### src/rtl/cmd_streamer.sv
// cmd_streamer: fetches a program of 64-bit commands from memory through a small prefetch FIFO and streams them to a command processor.
module cmd_streamer #(
    parameter int FIFO_DEPTH = 4
) (
    input  logic        clk,
    input  logic        rst,
    input  logic        start,
    input  logic [63:0] base_addr,
    input  logic [15:0] cmd_count,
    output logic        busy,
    output logic        done,
    output logic        aborted,
    output logic [15:0] issued_count,
    output logic        mem_req,
    output logic        mem_we,
    output logic [63:0] mem_addr,
    output logic [63:0] mem_wdata,
    input  logic        mem_gnt,
    input  logic        mem_valid,
    input  logic [63:0] mem_rdata,
    output logic        cmd_valid,
    output logic [63:0] cmd_data,
    input  logic        cmd_ready,
    input  logic        halted
);
    localparam int AW = $clog2(FIFO_DEPTH);
    localparam logic [1:0] IDLE = 2'd0, RUN = 2'd1, FLUSH = 2'd2, DONE = 2'd3;
    logic [1:0]    state;
    logic [63:0]   base;
    logic [15:0]   cnt, fetched, fetched_next;
    logic          outstanding, out_next, req_q, granted, push, pop, start_ok, want_req;
    logic [63:0]   fifo [FIFO_DEPTH];
    logic [AW-1:0] wr_ptr, rd_ptr;
    logic [AW:0]   occ, occ_next;
    assign mem_we       = 1'b0;
    assign mem_wdata    = '0;
    assign busy         = (state == RUN) || (state == FLUSH);
    assign done         = state == DONE;
    assign mem_req      = req_q && !halted;
    assign cmd_valid    = (state == RUN) && (occ != '0) && !halted;
    assign cmd_data     = fifo[rd_ptr];
    assign granted      = mem_req && mem_gnt;
    assign push         = mem_valid && outstanding && (state == RUN);
    assign pop          = cmd_valid && cmd_ready;
    assign start_ok     = start && ((state == IDLE) || (state == DONE));
    assign out_next     = granted || (outstanding && !mem_valid);
    assign occ_next     = occ + (AW+1)'(push) - (AW+1)'(pop);
    assign fetched_next = fetched + 16'(granted);
    // a new read is raised only once the previous one has landed, so outstanding never exceeds one
    assign want_req     = !out_next && (occ_next < (AW+1)'(FIFO_DEPTH)) && (fetched_next < cnt);
    always_ff @(posedge clk or negedge rst) begin
        if (!rst) begin
            state        <= IDLE;
            base         <= '0;
            cnt          <= '0;
            fetched      <= '0;
            outstanding  <= 1'b0;
            req_q        <= 1'b0;
            mem_addr     <= '0;
            wr_ptr       <= '0;
            rd_ptr       <= '0;
            occ          <= '0;
            issued_count <= '0;
            aborted      <= 1'b0;
            for (int i = 0; i < FIFO_DEPTH; i++) fifo[i] <= '0;
        end else if (start_ok) begin
            base         <= base_addr;
            cnt          <= cmd_count;
            fetched      <= '0;
            outstanding  <= 1'b0;
            wr_ptr       <= '0;
            rd_ptr       <= '0;
            occ          <= '0;
            issued_count <= '0;
            aborted      <= 1'b0;
            state        <= (cmd_count == '0) ? DONE : RUN;
            req_q        <= cmd_count != '0;
            if (cmd_count != '0) mem_addr <= base_addr;
        end else if (state == RUN) begin
            outstanding <= out_next;
            fetched     <= fetched_next;
            occ         <= occ_next;
            if (push) begin
                fifo[wr_ptr] <= mem_rdata;
                wr_ptr       <= wr_ptr + AW'(1);
            end
            if (pop) begin
                rd_ptr       <= rd_ptr + AW'(1);
                issued_count <= issued_count + 16'd1;
            end
            if (halted) begin
                req_q <= 1'b0;
                state <= FLUSH;
            end else if (issued_count == cnt) begin
                state <= DONE;
            end else if (!(req_q && !mem_gnt)) begin
                req_q <= want_req;
                if (want_req) mem_addr <= base + 64'(fetched_next);
            end
        end else if (state == FLUSH) begin
            outstanding <= outstanding && !mem_valid;
            if (!outstanding) begin
                state   <= DONE;
                aborted <= 1'b1;
                wr_ptr  <= '0;
                rd_ptr  <= '0;
                occ     <= '0;
            end
        end
    end
endmodule

### config.mk
export PLATFORM = sky130hd
export DESIGN_NAME = cmd_streamer
export DESIGN_NICKNAME = d
export VERILOG_FILES = /design/src/rtl/cmd_streamer.sv
export SDC_FILE = /design/constraint.sdc
export NUM_CORES = 1
export LEC_CHECK = 0
export BUFFER_PORTS_ARGS = -buffer_cell sky130_fd_sc_hd__buf_2
export CAP_MARGIN = 5
export CORE_MARGIN = 3
export CORE_UTILIZATION = 57
export DETAILED_ROUTE_END_ITERATION = 7
export GPL_TIMING_DRIVEN = 0
export PLACE_DENSITY = 0.82
export SLEW_MARGIN = 5
export SYNTH_ARGS = -nofsm -noshare
export SYNTH_HDL_FRONTEND = slang
export SYNTH_SLANG_ARGS = --single-unit
### constraint.sdc
create_clock -name clk -period 4.6 [get_ports clk]
set_input_delay 0.23 -clock clk [delete_from_list [all_inputs] [get_ports clk]]
set_output_delay 0.23 -clock clk [all_outputs]
set_load 0.05 [all_outputs]
==> results of run 1 <==
==> worst max-delay path by stage <==
stage                         to  cells past startpoint  slack, ns
detailed placement  mem_addr[29]                     19      -0.63
floorplan           mem_addr[54]                     22       0.03
global route        mem_addr[62]                     18      -0.05
CTS                 mem_addr[29]                     17      0.009
finish              mem_addr[62]                     18       0.22
global placement        base[30]                      1      -5.09
==> placed cells by master, fill, tap and decap left out, types with 30 or more instances in the layout <==
master / n
sky130_fd_sc_hd__dfrtp_1: 444
sky130_fd_sc_hd__buf_2: 303
sky130_fd_sc_hd__nand2_1: 289
sky130_fd_sc_hd__mux2_2: 256
sky130_fd_sc_hd__dlygate4sd3_1: 147
sky130_fd_sc_hd__nor2_1: 127
sky130_fd_sc_hd__clkbuf_1: 81
sky130_fd_sc_hd__xor2_1: 72
sky130_fd_sc_hd__o21ai_0: 71
sky130_fd_sc_hd__buf_4: 71
sky130_fd_sc_hd__conb_1: 65
sky130_fd_sc_hd__mux4_2: 64
sky130_fd_sc_hd__clkbuf_16: 47
sky130_fd_sc_hd__xnor2_1: 43
sky130_fd_sc_hd__ha_1: 43
sky130_fd_sc_hd__inv_1: 40
sky130_fd_sc_hd__nand3_1: 39
sky130_fd_sc_hd__nor3_1: 39
sky130_fd_sc_hd__a211oi_1: 30
==> power by group through the flow <==
stage                     combinational (mW)  sequential, mW  clock (mW)
after global placement                  5.68            5.42           0
after floorplan                         3.37            6.16           0
final                                   6.09            5.47        3.82
after global routing                    6.48            5.55        4.02
after CTS                               5.97            5.42        3.83
after detailed placement                5.81            5.48           0
==> layout make-up <==
type,count,share of cell area (%)
Tap cell,511,2.318
Antenna cell,4,0.03628
Multi-Input combinational cell,1330,36.69
Sequential cell,444,40.28
Timing Repair Buffer,453,11.19
Buffer,161,3.388
Clock buffer,71,4.917
Inverter,40,0.5443
Clock inverter,14,0.6395
==> kinds of logic after synthesis <==
family / Yosys count / share of synthesized area (%)
muxes: 324 / 19.91
other: 1 / 0.01711
DFF: 444 / 50.69
adders and majority gates: 45 / 2.637
AOI/OAI and AO/OA: 197 / 5.720
and+or+nand+nor: 581 / 11.46
buffers and inverters: 203 / 4.847
xor gates and xnor gates: 118 / 4.715
==> routing by layer <==
metal | global-route usage (%) | wire, microns | up-vias
met5 | 0 | 0 | -
met4 | 15.64 | 3001 | 0
met3 | 5.879 | 4909 | 213
met2 | 55.62 | 33410 | 921
met1 | 38.55 | 24710 | 8752
li1 | - | - | 7670
==> per-stage QoR <==
step                      cell area [sq um]  worst slack, ns  hold WS (ns)  TNS (ns)
after floorplan                       22160          0.03234      -0.06559         0
after global placement                24300           -5.092        0.4421  -2259.50
after detailed placement              24390          -0.6308        0.2776    -29.77
after CTS                             27450         0.009441      0.007993         0
after global routing                  27580         -0.04981       0.04440   -0.1634
final                                 27590           0.2212       0.02841         0
==> sequential cells by signal (all words and copies together), names as in the netlist, 2 cells and up <==
signal and count:
fifo 256, base 64, mem_addr 64, cnt 16, fetched 16, issued_count 16, occ 3, rd_ptr 2
state 2, wr_ptr 2
==> critical path, stage by stage, from the launching register on <==
cell	delay, ns
sky130_fd_sc_hd__dfrtp_1	0.39
sky130_fd_sc_hd__nor2b_4	0.19
sky130_fd_sc_hd__and2_2	0.21
sky130_fd_sc_hd__ha_1	0.24
sky130_fd_sc_hd__nand3_1	0.20
sky130_fd_sc_hd__nor3_4	0.21
sky130_fd_sc_hd__and3_1	0.25
sky130_fd_sc_hd__inv_1	0.06
sky130_fd_sc_hd__nor2_2	0.19
sky130_fd_sc_hd__xor2_2	0.12
sky130_fd_sc_hd__ha_1	0.42
sky130_fd_sc_hd__a21oi_1	0.14
sky130_fd_sc_hd__nand3b_1	0.20
sky130_fd_sc_hd__o2bb2ai_1	0.32
sky130_fd_sc_hd__a21oi_4	0.14
sky130_fd_sc_hd__nor2_1	0.37
sky130_fd_sc_hd__nand3_1	0.15
sky130_fd_sc_hd__xor2_1	0.18
sky130_fd_sc_hd__a211oi_1	0.28
==> timing repair <==
item / CTS / global route
endpoints found under the setup margin: 64 / 64
endpoints found under the hold margin: 442 / 0
gates resized for setup: 16 / 30
hold buffers: 146 / 0
setup buffers: 1 / 4
pin swaps: 2 / 3
==> flow_summary.html, run 1 <==
<table>
<tr><th>Metric</th><th>Value</th></tr>
<tr><th colspan="2">Final layout</th></tr>
<tr><td>Fraction of the core area covered by cells at the end of the flow</td><td>73.07%</td></tr>
<tr><td>Growth of design area from synthesis to finish</td><td>25.87%</td></tr>
<tr><td>Fraction of layout cells with a size suffix above 1</td><td>32.27%</td></tr>
<tr><td>Multi-input combinational cell area</td><td>10120 sq um</td></tr>
<tr><td>Final non-filler cell total</td><td>3028</td></tr>
<tr><td>FILL cells</td><td>2409</td></tr>
<tr><td>Net count, final</td><td>2673</td></tr>
<tr><td>Combined flip-flop and latch cell area</td><td>11110 sq um</td></tr>
<tr><th colspan="2">STA</th></tr>
<tr><td>Worst slew slack as a fraction of its limit</td><td>29.74%</td></tr>
<tr><td>Final hold violation count</td><td>0</td></tr>
<tr><td>Worst Clk Skew</td><td>0.01474 ns</td></tr>
<tr><td>Min Tclk post-route</td><td>4.379 ns</td></tr>
<tr><td>Period Utilization, post-route</td><td>95.19%</td></tr>
<tr><td>Max-slew violation count</td><td>0</td></tr>
<tr><td>Slew at the pin closest to its max-slew limit</td><td>1.054 ns</td></tr>
<tr><td>Fmax</td><td>228.4 MHz</td></tr>
<tr><td>Final Setup Violations</td><td>0</td></tr>
<tr><th colspan="2">Yosys</th></tr>
<tr><td>Number of enable-type register cells in the synthesized netlist</td><td>0</td></tr>
<tr><td>Most used standard cells in the synthesized netlist</td><td>sky130_fd_sc_hd__dfrtp_1 (444), sky130_fd_sc_hd__nand2_1 (289), sky130_fd_sc_hd__mux2_2 (256)</td></tr>
<tr><td>Netlist area before placement</td><td>21920 sq um</td></tr>
<tr><td>Cell taking the most area after synthesis</td><td>sky130_fd_sc_hd__dfrtp_1</td></tr>
<tr><td>Average cell area after synthesis</td><td>11.46 sq um</td></tr>
<tr><td>Flip-flop and latch count after synthesis</td><td>444</td></tr>
<tr><td>Number of library cell types mapped by synthesis</td><td>62</td></tr>
<tr><td>Prevailing post-synth register cell</td><td>sky130_fd_sc_hd__dfrtp_1</td></tr>
<tr><td>Number of standard cells after synthesis</td><td>1913</td></tr>
<tr><td>Most frequently used cell type in the post-synthesis netlist</td><td>sky130_fd_sc_hd__dfrtp_1</td></tr>
<tr><td>Share of Yosys cell area claimed by the top area cell type</td><td>50.69%</td></tr>
<tr><td>Main area contributors after synthesis</td><td>sky130_fd_sc_hd__dfrtp_1 (51%), sky130_fd_sc_hd__mux2_2 (13%), sky130_fd_sc_hd__mux4_2 (6.6%), sky130_fd_sc_hd__nand2_1 (4.9%), sky130_fd_sc_hd__xor2_1 (3.0%)</td></tr>
<tr><td>Share of async-settable or async-resettable flops after synthesis</td><td>100.0%</td></tr>
<tr><td>Sequential area share after synthesis</td><td>50.69%</td></tr>
<tr><td>Synth Warn #</td><td>0</td></tr>
<tr><th colspan="2">Power and ir drop</th></tr>
<tr><td>VDD IR-drop max</td><td>678.8 uV</td></tr>
<tr><td>Pwr/cell area</td><td>557.5 nW/um^2</td></tr>
<tr><td>Power dissipated by switching net loads</td><td>6.559 mW</td></tr>
<tr><td>Internal power</td><td>8.822 mW</td></tr>
<tr><td>Sequential Power Share</td><td>35.6%</td></tr>
<tr><td>Switching fraction of total power</td><td>42.65%</td></tr>
<tr><td>Final total power</td><td>15.38 mW</td></tr>
<tr><td>Clk pwr share</td><td>24.8%</td></tr>
<tr><td>Leakage power figure</td><td>13.75 nW</td></tr>
<tr><td>Gate power share</td><td>39.6%</td></tr>
<tr><th colspan="2">Die</th></tr>
<tr><td>Starting density of the core</td><td>58.05%</td></tr>
<tr><td>Floorplan die area</td><td>40840 sq um</td></tr>
<tr><td>Chip Width</td><td>202.1 microns</td></tr>
<tr><td>Core region area</td><td>37760 sq um</td></tr>
<tr><td>I/O pin count</td><td>365</td></tr>
<tr><td>Row count</td><td>71</td></tr>
<tr><td>Overall die height</td><td>202.1 microns</td></tr>
<tr><th colspan="2">Global route</th></tr>
<tr><td>First-pass GRT wire length</td><td>103300 microns</td></tr>
<tr><td>Sum of overflow across all layers after global routing</td><td>0</td></tr>
<tr><td>Largest net degree at the start of global routing</td><td>130</td></tr>
<tr><td>Antenna violations before repair</td><td>3</td></tr>
<tr><td>Number of global-route vias before repair</td><td>18720</td></tr>
<tr><td>Overall global routing resource usage</td><td>31.97%</td></tr>
<tr><th colspan="2">Job</th></tr>
<tr><td>Count of maximum capacitance violations</td><td>0</td></tr>
<tr><th colspan="2">Worst setup path</th></tr>
<tr><td>Worst reg-to-reg path cell count</td><td>18</td></tr>
<tr><td>Reg2reg setup slack</td><td>0.22 ns</td></tr>
<tr><td>Startpoint of the worst setup timing path</td><td>req_q</td></tr>
<tr><td>Critical path capture point type</td><td>flop</td></tr>
<tr><td>Crit path required time</td><td>5.06 ns</td></tr>
<tr><td>Crit path launch type</td><td>flop</td></tr>
<tr><td>Classification of the worst setup path</td><td>reg -&gt; reg</td></tr>
<tr><td>Critical Path Fanout Max</td><td>10</td></tr>
<tr><td>CP Data Arrival Time</td><td>4.84 ns</td></tr>
<tr><td>FF-to-FF Start</td><td>req_q</td></tr>
<tr><td>Reg-to-Reg End</td><td>mem_addr[62]</td></tr>
<tr><th colspan="2">Drt</th></tr>
<tr><td>Count of routing violations after the opening detailed-route iteration</td><td>1481</td></tr>
<tr><td>Number of vias per cell</td><td>5.798</td></tr>
<tr><td>Vias after detailed routing</td><td>17560</td></tr>
<tr><td>DRC errors left</td><td>0</td></tr>
<tr><td>DRT Pass-1 Iters</td><td>5</td></tr>
<tr><td>Routed len/inst</td><td>21.81 microns</td></tr>
<tr><td>Routed Antenna Nets</td><td>0</td></tr>
<tr><td>DRT Wirelength</td><td>66030 microns</td></tr>
<tr><th colspan="2">Worst hold path</th></tr>
<tr><td>Origin of the worst min-delay path</td><td>mem_valid</td></tr>
<tr><td>Count of cells along the worst hold path</td><td>4</td></tr>
<tr><td>Hold worst-path end</td><td>outstanding</td></tr>
<tr><td>Kind of path behind the tightest hold check</td><td>in -&gt; reg</td></tr>
<tr><th colspan="2">CTS</th></tr>
<tr><td>CTS root buffer</td><td>sky130_fd_sc_hd__clkbuf_16</td></tr>
<tr><td>Clock edge transition at the registers on the reported setup and hold paths</td><td>0.06 ns</td></tr>
<tr><td>CTS H-tree depth</td><td>2</td></tr>
<tr><td>Sink count of the clock tree</td><td>444</td></tr>
<tr><td>Bufs on Longest Clock Path</td><td>3</td></tr>
<tr><td>Number of buffers added by the clock tree synthesis step</td><td>47</td></tr>
<tr><td>Latest clock arrival within the worst-skew pair</td><td>0.58 ns</td></tr>
<tr><td>TritonCTS clock tree</td><td>yes</td></tr>
<tr><th colspan="2">Place</th></tr>
<tr><td>Routability cong.</td><td>0.9183</td></tr>
<tr><td>Count of input and output buffers</td><td>299</td></tr>
<tr><td>Instance count after placement with tap cells included</td><td>2790</td></tr>
<tr><td>HPWL after detailed placement</td><td>42660 microns</td></tr>
<tr><th colspan="2">Outcome</th></tr>
<tr><td>Status</td><td>complete, no violations</td></tr>
</table>
(Power assumes the default switching activity.)
==> inputs of run 2 (changes only) <==
--- a/config.mk
+++ b/config.mk
@@ -5,14 +5,15 @@
 export SDC_FILE = /design/constraint.sdc
 export NUM_CORES = 1
 export LEC_CHECK = 0
+export ABC_AREA = 1
 export BUFFER_PORTS_ARGS = -buffer_cell sky130_fd_sc_hd__buf_2
 export CAP_MARGIN = 5
 export CORE_MARGIN = 3
-export CORE_UTILIZATION = 57
+export CORE_UTILIZATION = 58
 export DETAILED_ROUTE_END_ITERATION = 7
 export GPL_TIMING_DRIVEN = 0
 export PLACE_DENSITY = 0.82
-export SLEW_MARGIN = 5
+export SLEW_MARGIN = 20
 export SYNTH_ARGS = -nofsm -noshare
 export SYNTH_HDL_FRONTEND = slang
 export SYNTH_SLANG_ARGS = --single-unit
==> flow_summary.html, run 2 <==
<table>
<tr><th>Metric</th><th>Value</th></tr>
<tr><th colspan="2">Global route</th></tr>
<tr><td>Overall global routing resource usage</td><td>37.78% (was 31.97%)</td></tr>
<tr><td>Largest net degree at the start of global routing</td><td>107 (was 130)</td></tr>
<tr><td>First-pass GRT wire length</td><td>125900 microns (was 103300 microns)</td></tr>
<tr><td>Sum of overflow across all layers after global routing</td><td>0 (unchanged)</td></tr>
<tr><td>Antenna violations before repair</td><td>1 (was 3)</td></tr>
<tr><td>Number of global-route vias before repair</td><td>23450 (was 18720)</td></tr>
<tr><th colspan="2">Yosys</th></tr>
<tr><td>Share of Yosys cell area claimed by the top area cell type</td><td>47.75% (was 50.69%)</td></tr>
<tr><td>Share of async-settable or async-resettable flops after synthesis</td><td>100.0% (unchanged)</td></tr>
<tr><td>Number of library cell types mapped by synthesis</td><td>45 (was 62)</td></tr>
<tr><td>Netlist area before placement</td><td>23270 sq um (was 21920 sq um)</td></tr>
<tr><td>Prevailing post-synth register cell</td><td>sky130_fd_sc_hd__dfrtp_1 (unchanged)</td></tr>
<tr><td>Cell taking the most area after synthesis</td><td>sky130_fd_sc_hd__dfrtp_1 (unchanged)</td></tr>
<tr><td>Most used standard cells in the synthesized netlist</td><td>sky130_fd_sc_hd__nand2_1 (996), sky130_fd_sc_hd__o21ai_0 (470), sky130_fd_sc_hd__dfrtp_1 (444) (was sky130_fd_sc_hd__dfrtp_1 (444), sky130_fd_sc_hd__nand2_1 (289), sky130_fd_sc_hd__mux2_2 (256))</td></tr>
<tr><td>Average cell area after synthesis</td><td>7.449 sq um (was 11.46 sq um)</td></tr>
<tr><td>Number of standard cells after synthesis</td><td>3124 (was 1913)</td></tr>
<tr><td>Sequential area share after synthesis</td><td>47.75% (was 50.69%)</td></tr>
<tr><td>Synth Warn #</td><td>0 (unchanged)</td></tr>
<tr><td>Most frequently used cell type in the post-synthesis netlist</td><td>sky130_fd_sc_hd__nand2_1 (was sky130_fd_sc_hd__dfrtp_1)</td></tr>
<tr><td>Number of enable-type register cells in the synthesized netlist</td><td>0 (unchanged)</td></tr>
<tr><td>Flip-flop and latch count after synthesis</td><td>444 (unchanged)</td></tr>
<tr><td>Main area contributors after synthesis</td><td>sky130_fd_sc_hd__dfrtp_1 (48%), sky130_fd_sc_hd__nand2_1 (16%), sky130_fd_sc_hd__o21ai_0 (10%), sky130_fd_sc_hd__nor2_1 (4.8%), sky130_fd_sc_hd__inv_1 (4.8%) (was sky130_fd_sc_hd__dfrtp_1 (51%), sky130_fd_sc_hd__mux2_2 (13%), sky130_fd_sc_hd__mux4_2 (6.6%), sky130_fd_sc_hd__nand2_1 (4.9%), sky130_fd_sc_hd__xor2_1 (3.0%))</td></tr>
<tr><th colspan="2">Power and ir drop</th></tr>
<tr><td>VDD IR-drop max</td><td>474.3 uV (was 678.8 uV)</td></tr>
<tr><td>Pwr/cell area</td><td>635.2 nW/um^2 (was 557.5 nW/um^2)</td></tr>
<tr><td>Leakage power figure</td><td>15.41 nW (was 13.75 nW)</td></tr>
<tr><td>Final total power</td><td>18.42 mW (was 15.38 mW)</td></tr>
<tr><th colspan="2">Final layout</th></tr>
<tr><td>Fraction of layout cells with a size suffix above 1</td><td>13.20% (was 32.27%)</td></tr>
<tr><td>Most common cell after layout, fill and taps aside</td><td>sky130_fd_sc_hd__nand2_1 (was sky130_fd_sc_hd__dfrtp_1)</td></tr>
<tr><td>Most frequent cells in the layout</td><td>sky130_fd_sc_hd__nand2_1 (996), sky130_fd_sc_hd__o21ai_0 (470), sky130_fd_sc_hd__dfrtp_1 (444) (was sky130_fd_sc_hd__dfrtp_1 (444), sky130_fd_sc_hd__buf_2 (303), sky130_fd_sc_hd__nand2_1 (289))</td></tr>
<tr><td>Largest registers</td><td>fifo (256), base (64), mem_addr (64) (unchanged)</td></tr>
<tr><td>FILL cells</td><td>2893 (was 2409)</td></tr>
<tr><td>Growth of design area from synthesis to finish</td><td>24.60% (was 25.87%)</td></tr>
<tr><td>Number of flip-flops in the largest register</td><td>256 (unchanged)</td></tr>
<tr><td>Final design area excluding fillers</td><td>29000 sq um (was 27590 sq um)</td></tr>
<tr><td>Multi-input combinational cell area</td><td>10170 sq um (was 10120 sq um)</td></tr>
<tr><td>ANT cells</td><td>0 (was 4)</td></tr>
<tr><td>Register with the highest flop count</td><td>fifo (unchanged)</td></tr>
<tr><td>Net count, final</td><td>3885 (was 2673)</td></tr>
<tr><td>Combined flip-flop and latch cell area</td><td>11110 sq um (unchanged)</td></tr>
<tr><th colspan="2">Die</th></tr>
<tr><td>Core region area</td><td>39100 sq um (was 37760 sq um)</td></tr>
<tr><td>I/O pin count</td><td>365 (unchanged)</td></tr>
<tr><td>Starting density of the core</td><td>59.52% (was 58.05%)</td></tr>
<tr><td>Row count</td><td>72 (was 71)</td></tr>
<tr><td>Overall die height</td><td>206.3 microns (was 202.1 microns)</td></tr>
<tr><td>Floorplan die area</td><td>42560 sq um (was 40840 sq um)</td></tr>
<tr><td>Chip Width</td><td>206.3 microns (was 202.1 microns)</td></tr>
<tr><th colspan="2">Drt</th></tr>
<tr><td>Routed len/inst</td><td>19.09 microns (was 21.81 microns)</td></tr>
<tr><td>DRT Pass-1 Iters</td><td>8 (was 5)</td></tr>
<tr><td>DRT Wirelength</td><td>81040 microns (was 66030 microns)</td></tr>
<tr><td>DRC errors left</td><td>3 (was 0)</td></tr>
<tr><td>Number of vias per cell</td><td>5.662 (was 5.798)</td></tr>
<tr><td>Count of routing violations after the opening detailed-route iteration</td><td>2416 (was 1481)</td></tr>
<tr><td>Vias after detailed routing</td><td>24040 (was 17560)</td></tr>
<tr><td>Routed Antenna Nets</td><td>0 (unchanged)</td></tr>
<tr><th colspan="2">STA</th></tr>
<tr><td>Sum of negative setup slack</td><td>0 ns (unchanged)</td></tr>
<tr><td>Slew at the pin closest to its max-slew limit</td><td>1.024 ns (was 1.054 ns)</td></tr>
<tr><td>Max-slew violation count</td><td>0 (unchanged)</td></tr>
<tr><td>Worst slew slack as a fraction of its limit</td><td>31.72% (was 29.74%)</td></tr>
<tr><td>Worst Clk Skew</td><td>0.01272 ns (was 0.01474 ns)</td></tr>
<tr><td>Period Utilization, post-route</td><td>92.20% (was 95.19%)</td></tr>
<tr><td>Fmax</td><td>235.8 MHz (was 228.4 MHz)</td></tr>
<tr><td>Final hold violation count</td><td>0 (unchanged)</td></tr>
<tr><td>Hold Worst Slack</td><td>0.09192 ns (was 0.02841 ns)</td></tr>
<tr><td>Min Tclk post-route</td><td>4.241 ns (was 4.379 ns)</td></tr>
<tr><td>Final Setup Violations</td><td>0 (unchanged)</td></tr>
<tr><th colspan="2">Place</th></tr>
<tr><td>Routability cong.</td><td>0.9971 (was 0.9183)</td></tr>
<tr><td>Post-placement cell area</td><td>25770 sq um (was 24390 sq um)</td></tr>
<tr><td>HPWL after detailed placement</td><td>56620 microns (was 42660 microns)</td></tr>
<tr><td>Count of input and output buffers</td><td>299 (unchanged)</td></tr>
<tr><th colspan="2">CTS</th></tr>
<tr><td>Number of buffers added by the clock tree synthesis step</td><td>48 (was 47)</td></tr>
<tr><td>Bufs on Longest Clock Path</td><td>3 (unchanged)</td></tr>
<tr><td>Clock edge transition at the registers on the reported setup and hold paths</td><td>0.06 ns (about the same)</td></tr>
<tr><td>CTS root buffer</td><td>sky130_fd_sc_hd__clkbuf_16 (unchanged)</td></tr>
<tr><td>Latest clock arrival within the worst-skew pair</td><td>0.60 ns (was 0.58 ns)</td></tr>
<tr><td>Sink count of the clock tree</td><td>444 (unchanged)</td></tr>
<tr><td>TritonCTS clock tree</td><td>yes (unchanged)</td></tr>
<tr><td>CTS H-tree depth</td><td>2 (unchanged)</td></tr>
<tr><th colspan="2">Job</th></tr>
<tr><td>Count of maximum capacitance violations</td><td>0 (unchanged)</td></tr>
<tr><th colspan="2">Worst setup path</th></tr>
<tr><td>Critical path capture point type</td><td>flop (unchanged)</td></tr>
<tr><td>Cell family with the largest share of critical-path delay</td><td>simple AND/OR/NAND/NOR gates (unchanged)</td></tr>
<tr><td>Worst reg-to-reg path cell count</td><td>24 (was 18)</td></tr>
<tr><td>Crit path required time</td><td>5.08 ns (was 5.06 ns)</td></tr>
<tr><td>Slowest cell on the critical path</td><td>sky130_fd_sc_hd__dlygate4sd3_1 (was sky130_fd_sc_hd__ha_1)</td></tr>
<tr><td>Max stage delay on crit path</td><td>0.56 ns (was 0.42 ns)</td></tr>
<tr><td>Critical Path Fanout Max</td><td>10 (unchanged)</td></tr>
<tr><td>CP bufs+invs</td><td>8 (was 1)</td></tr>
<tr><td>Classification of the worst setup path</td><td>in -&gt; reg (was reg -&gt; reg)</td></tr>
<tr><td>Most frequent cell on the critical path</td><td>sky130_fd_sc_hd__nand2_1</td></tr>
<tr><td>CP Data Arrival Time</td><td>4.72 ns (was 4.84 ns)</td></tr>
<tr><td>Crit path launch type</td><td>input pin (was flop)</td></tr>
<tr><td>Path length in cells of the critical path</td><td>27 (was 18)</td></tr>
<tr><th colspan="2">Outcome</th></tr>
<tr><td>Violated checks</td><td>DRC</td></tr>
<tr><td>Status</td><td>finished with violations (was complete, no violations)</td></tr>
<tr><th colspan="2">Worst hold path</th></tr>
<tr><td>Count of cells along the worst hold path</td><td>6 (was 4)</td></tr>
<tr><td>Kind of path behind the tightest hold check</td><td>in -&gt; reg (unchanged)</td></tr>
</table>
## run 2: worst reg2reg max path: cells and delay by family (launching register included)
kind | cells | cell delay (ns)
buf+inv | 5 | 0.71
simple gates | 15 | 1.98
compound gates | 2 | 0.60
fa+ha+maj | 2 | 0.41
flops | 1 | 0.38
## run 2: cells by family (layout without fill, tap and decap cells)
| logic type | Yosys count | in the layout | share of synthesized area (%) |
|---|---|---|---|
| fa+ha+maj | 45 | 45 | 2.484 |
| xor+xnor | 23 | 23 | 0.8657 |
| mux | 1 | 1 | 0.04302 |
| flops | 444 | 444 | 47.75 |
| buf+inv | 511 | 1051 | 9.609 |
| simple gates | 1511 | 1511 | 25.94 |
| other cells | 1 | 65 | 0.01612 |
| compound gates | 588 | 588 | 13.30 |
## run 2: path summary, 6_finish.rpt
path | from | to | slack [ns]
max | halted | mem_addr[34] | 0.36
min | mem_valid | outstanding | 0.09
max reg2reg | req_q | mem_addr[34] | 0.41
min reg2reg | mem_addr[37] | mem_addr[37] | 0.47
max in group asynchronous | rst | fifo[96] | 3.08
min in group asynchronous | rst | mem_addr[12] | 0.20
## run 2: what timing repair did
item                                    4_1_cts  5_1_grt
resized for setup                             0        1
endpoints found under the hold margin       406        0
setup buffers                                 0        2
hold buffers                                146        0
endpoints found under the setup margin        0       60
## run 2: final cells by class
| type | instances | share of cell area (%) |
|---|---|---|
| Buffer | 210 | 3.815 |
| Clock buffer | 70 | 4.911 |
| Clock inverter | 19 | 1.036 |
| Inverter | 301 | 3.897 |
| Multi-Input combinational cell | 2233 | 35.08 |
| Sequential cell | 444 | 38.32 |
| Tap cell | 518 | 2.235 |
| Timing Repair Buffer | 451 | 10.71 |
## run 2: through the flow
stage / utilization [%] / setup WS (ns) / cells
after global placement: 65.62 / -5.345 / 4005
after detailed placement: 65.92 / 0.2930 / 4009
after floorplan: - / 1.519 / 3188
after global routing: 74.16 / -0.008268 / 4246
final: 74.16 / 0.3589 / 4246
after CTS: 74.07 / 0.3037 / 4244
## run 2: layer usage
metal | up-vias | global-route usage [%] | part of all wire (%)
li1 | 11000 | - | -
met4 | 2 | 15.22 | 4.3
met2 | 1370 | 62.34 | 47
met3 | 240 | 7.529 | 9.8
met5 | - | 0 | 0.016
met1 | 11430 | 49.25 | 38
## run 2: power by group
| group | internal [mW] | switching, mW | total, mW | leakage, nW |
|---|---|---|---|---|
| clock | 2.50 | 1.71 | 4.22 | 0.840 |
| combinational | 2.21 | 6.35 | 8.56 | 8.61 |
| sequential | 4.88 | 0.766 | 5.64 | 5.95 |
==> inputs of run 3 (changes only) <==
--- a/config.mk
+++ b/config.mk
@@ -12,8 +12,9 @@
 export CORE_UTILIZATION = 58
 export DETAILED_ROUTE_END_ITERATION = 7
 export GPL_TIMING_DRIVEN = 0
-export PLACE_DENSITY = 0.82
-export SLEW_MARGIN = 20
+export PLACE_DENSITY = 0.78
+export RECOVER_POWER = 25
+export SLEW_MARGIN = 30
 export SYNTH_ARGS = -nofsm -noshare
 export SYNTH_HDL_FRONTEND = slang
 export SYNTH_SLANG_ARGS = --single-unit
==> flow_summary.html, run 3 (synthesized netlist as in run 2, its figures left out) <==
<table>
<tr><th>Metric</th><th>Value</th></tr>
<tr><th colspan="2">Global route</th></tr>
<tr><td>Number of global-route vias before repair</td><td>23240 (was 23450)</td></tr>
<tr><td>Antenna violations before repair</td><td>1 (unchanged)</td></tr>
<tr><td>First-pass GRT wire length</td><td>122300 microns (was 125900 microns)</td></tr>
<tr><td>Largest net degree at the start of global routing</td><td>91 (was 107)</td></tr>
<tr><td>Sum of overflow across all layers after global routing</td><td>0 (unchanged)</td></tr>
<tr><td>Overall global routing resource usage</td><td>36.61% (was 37.78%)</td></tr>
<tr><th colspan="2">Place</th></tr>
<tr><td>Post-placement cell area</td><td>25800 sq um (was 25770 sq um)</td></tr>
<tr><td>Routability cong.</td><td>1.040 (was 0.9971)</td></tr>
<tr><td>Count of input and output buffers</td><td>299 (unchanged)</td></tr>
<tr><td>Instance count after placement with tap cells included</td><td>4010 (was 4009)</td></tr>
<tr><td>HPWL after detailed placement</td><td>55470 microns (was 56620 microns)</td></tr>
<tr><th colspan="2">Final layout</th></tr>
<tr><td>Fraction of the core area covered by cells at the end of the flow</td><td>73.65% (was 74.16%)</td></tr>
<tr><td>Register with the highest flop count</td><td>fifo (unchanged)</td></tr>
<tr><td>Number of flip-flops in the largest register</td><td>256 (unchanged)</td></tr>
<tr><td>Most frequent cells in the layout</td><td>sky130_fd_sc_hd__nand2_1 (996), sky130_fd_sc_hd__o21ai_0 (470), sky130_fd_sc_hd__dfrtp_1 (444) (unchanged)</td></tr>
<tr><td>Largest registers</td><td>fifo (256), base (64), mem_addr (64) (unchanged)</td></tr>
<tr><td>Net count, final</td><td>3883 (was 3885)</td></tr>
<tr><td>Final non-filler cell total</td><td>4245 (was 4246)</td></tr>
<tr><td>Growth of design area from synthesis to finish</td><td>23.74% (was 24.60%)</td></tr>
<tr><td>Final design area excluding fillers</td><td>28800 sq um (was 29000 sq um)</td></tr>
<tr><td>Most common cell after layout, fill and taps aside</td><td>sky130_fd_sc_hd__nand2_1 (unchanged)</td></tr>
<tr><td>Fraction of layout cells with a size suffix above 1</td><td>11.95% (was 13.20%)</td></tr>
<tr><th colspan="2">Power and ir drop</th></tr>
<tr><td>Switching fraction of total power</td><td>48.23% (was 47.94%)</td></tr>
<tr><td>Gate power share</td><td>46.7% (was 46.5%)</td></tr>
<tr><td>Pwr/cell area</td><td>624.4 nW/um^2 (was 635.2 nW/um^2)</td></tr>
<tr><td>Leakage power figure</td><td>15.20 nW (was 15.41 nW)</td></tr>
<tr><td>VDD IR-drop max</td><td>528.8 uV (was 474.3 uV)</td></tr>
<tr><td>Final total power</td><td>17.98 mW (was 18.42 mW)</td></tr>
<tr><td>Internal power</td><td>9.308 mW (was 9.589 mW)</td></tr>
<tr><td>Clk pwr share</td><td>22.1% (was 22.9%)</td></tr>
<tr><td>Power dissipated by switching net loads</td><td>8.672 mW (was 8.830 mW)</td></tr>
<tr><td>Sequential Power Share</td><td>31.3% (was 30.6%)</td></tr>
<tr><th colspan="2">Die</th></tr>
<tr><td>Core region area</td><td>39100 sq um (unchanged)</td></tr>
<tr><td>Row count</td><td>72 (unchanged)</td></tr>
<tr><td>Chip Width</td><td>206.3 microns (unchanged)</td></tr>
<tr><td>Overall die height</td><td>206.3 microns (unchanged)</td></tr>
<tr><td>Starting density of the core</td><td>59.52% (unchanged)</td></tr>
<tr><td>I/O pin count</td><td>365 (unchanged)</td></tr>
<tr><td>Floorplan die area</td><td>42560 sq um (unchanged)</td></tr>
<tr><th colspan="2">Worst hold path</th></tr>
<tr><td>Origin of the worst min-delay path</td><td>mem_valid (unchanged)</td></tr>
<tr><td>Kind of path behind the tightest hold check</td><td>in -&gt; reg (unchanged)</td></tr>
<tr><td>Hold worst-path end</td><td>outstanding (unchanged)</td></tr>
<tr><td>Count of cells along the worst hold path</td><td>6 (unchanged)</td></tr>
<tr><th colspan="2">Worst setup path</th></tr>
<tr><td>Crit path launch type</td><td>input pin (unchanged)</td></tr>
<tr><td>Critical path capture point type</td><td>flop (unchanged)</td></tr>
<tr><td>Worst reg-to-reg path cell count</td><td>19 (was 24)</td></tr>
<tr><td>Cells along the critical path</td><td>dlygate4sd3_1 -&gt; buf_2 -&gt; inv_2 -&gt; and3_4 -&gt; ha_1 -&gt; nand3_1 -&gt; nor3_1 -&gt; nand2_1 -&gt; nor2_1 -&gt; nand4_1 -&gt; xor2_1 -&gt; ha_1 -&gt; nand2_1 -&gt; inv_1 -&gt; a21boi_0 -&gt; nand3_1 -&gt; nor2_1 -&gt; nand3_1 -&gt; a21boi_4 -&gt; buf_6 -&gt; nand2_1 -&gt; nand2_1</td></tr>
<tr><td>Crit path required time</td><td>5.14 ns (was 5.08 ns)</td></tr>
<tr><td>Slowest cell on the critical path</td><td>sky130_fd_sc_hd__dlygate4sd3_1 (unchanged)</td></tr>
<tr><td>FF-to-FF Start</td><td>req_q (unchanged)</td></tr>
<tr><td>Reg-to-Reg End</td><td>mem_addr[23] (was mem_addr[34])</td></tr>
<tr><td>Reg2reg setup slack</td><td>0.38 ns (was 0.41 ns)</td></tr>
<tr><td>Critical Path Fanout Max</td><td>10 (unchanged)</td></tr>
<tr><td>Most frequent cell on the critical path</td><td>sky130_fd_sc_hd__nand2_1 (unchanged)</td></tr>
<tr><td>Classification of the worst setup path</td><td>in -&gt; reg (unchanged)</td></tr>
<tr><td>CP Data Arrival Time</td><td>4.76 ns (was 4.72 ns)</td></tr>
<tr><td>Max stage delay on crit path</td><td>0.53 ns (was 0.56 ns)</td></tr>
<tr><th colspan="2">Drt</th></tr>
<tr><td>DRT Wirelength</td><td>78710 microns (was 81040 microns)</td></tr>
<tr><td>Count of routing violations after the opening detailed-route iteration</td><td>2455 (was 2416)</td></tr>
<tr><td>Routed Antenna Nets</td><td>0 (unchanged)</td></tr>
<tr><td>DRT Pass-1 Iters</td><td>6 (was 8)</td></tr>
<tr><td>Vias after detailed routing</td><td>23780 (was 24040)</td></tr>
<tr><td>Number of vias per cell</td><td>5.602 (was 5.662)</td></tr>
<tr><td>Routed len/inst</td><td>18.54 microns (was 19.09 microns)</td></tr>
<tr><td>DRC errors left</td><td>0 (was 3)</td></tr>
<tr><th colspan="2">STA</th></tr>
<tr><td>Max-slew violation count</td><td>55 (was 0)</td></tr>
<tr><td>Worst Clk Skew</td><td>0.01221 ns (was 0.01272 ns)</td></tr>
<tr><td>Min Tclk post-route</td><td>4.223 ns (was 4.241 ns)</td></tr>
<tr><td>Fmax</td><td>236.8 MHz (was 235.8 MHz)</td></tr>
<tr><td>Final Setup Violations</td><td>0 (unchanged)</td></tr>
<tr><td>Period Utilization, post-route</td><td>91.80% (was 92.20%)</td></tr>
<tr><td>Slew at the pin closest to its max-slew limit</td><td>3.386 ns (was 1.024 ns)</td></tr>
<tr><td>Worst slew slack as a fraction of its limit</td><td>-125.7% (was 31.72%)</td></tr>
<tr><td>Setup repair after global routing missed its margin</td><td>false</td></tr>
<tr><td>Hold Worst Slack</td><td>0.06922 ns (was 0.09192 ns)</td></tr>
<tr><td>Final hold violation count</td><td>0 (unchanged)</td></tr>
<tr><th colspan="2">Outcome</th></tr>
<tr><td>Violated checks</td><td>capacitance limit, slew limit (was DRC)</td></tr>
<tr><td>Status</td><td>finished with violations (unchanged)</td></tr>
<tr><th colspan="2">Job</th></tr>
<tr><td>Count of maximum capacitance violations</td><td>1 (was 0)</td></tr>
<tr><th colspan="2">CTS</th></tr>
<tr><td>Sink count of the clock tree</td><td>444 (unchanged)</td></tr>
<tr><td>CTS H-tree depth</td><td>2 (unchanged)</td></tr>
<tr><td>Hold buffer count at CTS</td><td>146 (unchanged)</td></tr>
<tr><td>Clock edge transition at the registers on the reported setup and hold paths</td><td>0.06 ns (about the same)</td></tr>
<tr><td>TritonCTS clock tree</td><td>yes (unchanged)</td></tr>
<tr><td>Latest clock arrival within the worst-skew pair</td><td>0.60 ns (about the same)</td></tr>
<tr><td>Cts repair resizes</td><td>0 (unchanged)</td></tr>
<tr><td>Number of buffers added by the clock tree synthesis step</td><td>47 (was 48)</td></tr>
<tr><td>Bufs on Longest Clock Path</td><td>3 (unchanged)</td></tr>
<tr><td>CTS root buffer</td><td>sky130_fd_sc_hd__clkbuf_16 (unchanged)</td></tr>
<tr><td>Buffers inserted by post-CTS timing repair</td><td>0 (unchanged)</td></tr>
</table>
-- run 3: changes by cell type in the layout (fill, tap and decap cells not counted), moves of 2 or more --
cell	before	now
sky130_fd_sc_hd__buf_2	305	264
sky130_fd_sc_hd__bufinv_16	6	4
sky130_fd_sc_hd__clkbuf_1	125	167
sky130_fd_sc_hd__clkbuf_8	14	9
sky130_fd_sc_hd__clkinv_2	6	13
sky130_fd_sc_hd__clkinvlp_4	3	1
sky130_fd_sc_hd__diode_2	0	3
-- run 3: power groups by stage --
stage	logic (mW)	clock network [mW]	registers, mW
2_1_floorplan	4.99	0	6.31
3_5_place_dp	8.15	0	5.63
3_3_place_gp	7.97	0	5.60
4_1_cts	8.30	3.98	5.58
6_report	8.39	3.97	5.62
5_1_grt	9.07	4.15	5.71
-- run 3: metrics by stage --
step | setup TNS [ns] | setup slack [ns]
6_report | 0 | 0.3772
3_5_place_dp | 0 | 0.4228
4_1_cts | 0 | 0.4654
2_1_floorplan | 0 | 1.519
5_1_grt | 0 | 0.1254
3_3_place_gp | -2342.08 | -5.364
-- run 3: worst max-delay path by stage --
| stage | start | end | slack (ns) | depth (start not counted) |
|---|---|---|---|---|
| floorplan | req_q | mem_addr[30] | 1.52 | 24 |
| finish | halted | mem_addr[23] | 0.38 | 22 |
| detailed placement | halted | mem_addr[23] | 0.42 | 21 |
| CTS | req_q | mem_addr[23] | 0.47 | 19 |
| global placement | rst | fifo[220] | -5.36 | 1 |
| global route | rst | fifo[239] | 0.13 | 4 |
-- run 3: area by class of cell --
type,instances,area (sq um)
sequential,444,11110
fill,2979,10300
multi-input combinational,2233,10160
timing repair buffer,450,3023
clock buffer,65,1355
inverter,301,1130
buffer,210,1106
tap,518,648.1
clock inverter,21,251.5
antenna,3,7.507
-- run 3: layer usage --
layer	vias up	GRT usage [%]	share of wire, %
met5	-	0	0
met4	0	16.41	4.6
met3	226	7.387	9.8
met2	1302	59.78	47
met1	11270	47.52	38
li1	10980	-	-
-- run 3: worst max-delay path, delay by kind of cell --
kind	cells	cell delay, ns
fa+ha+maj	2	0.53
buf+inv	5	1.05
compound gates	2	0.76
xor+xnor	1	0.37
simple gates	12	1.81
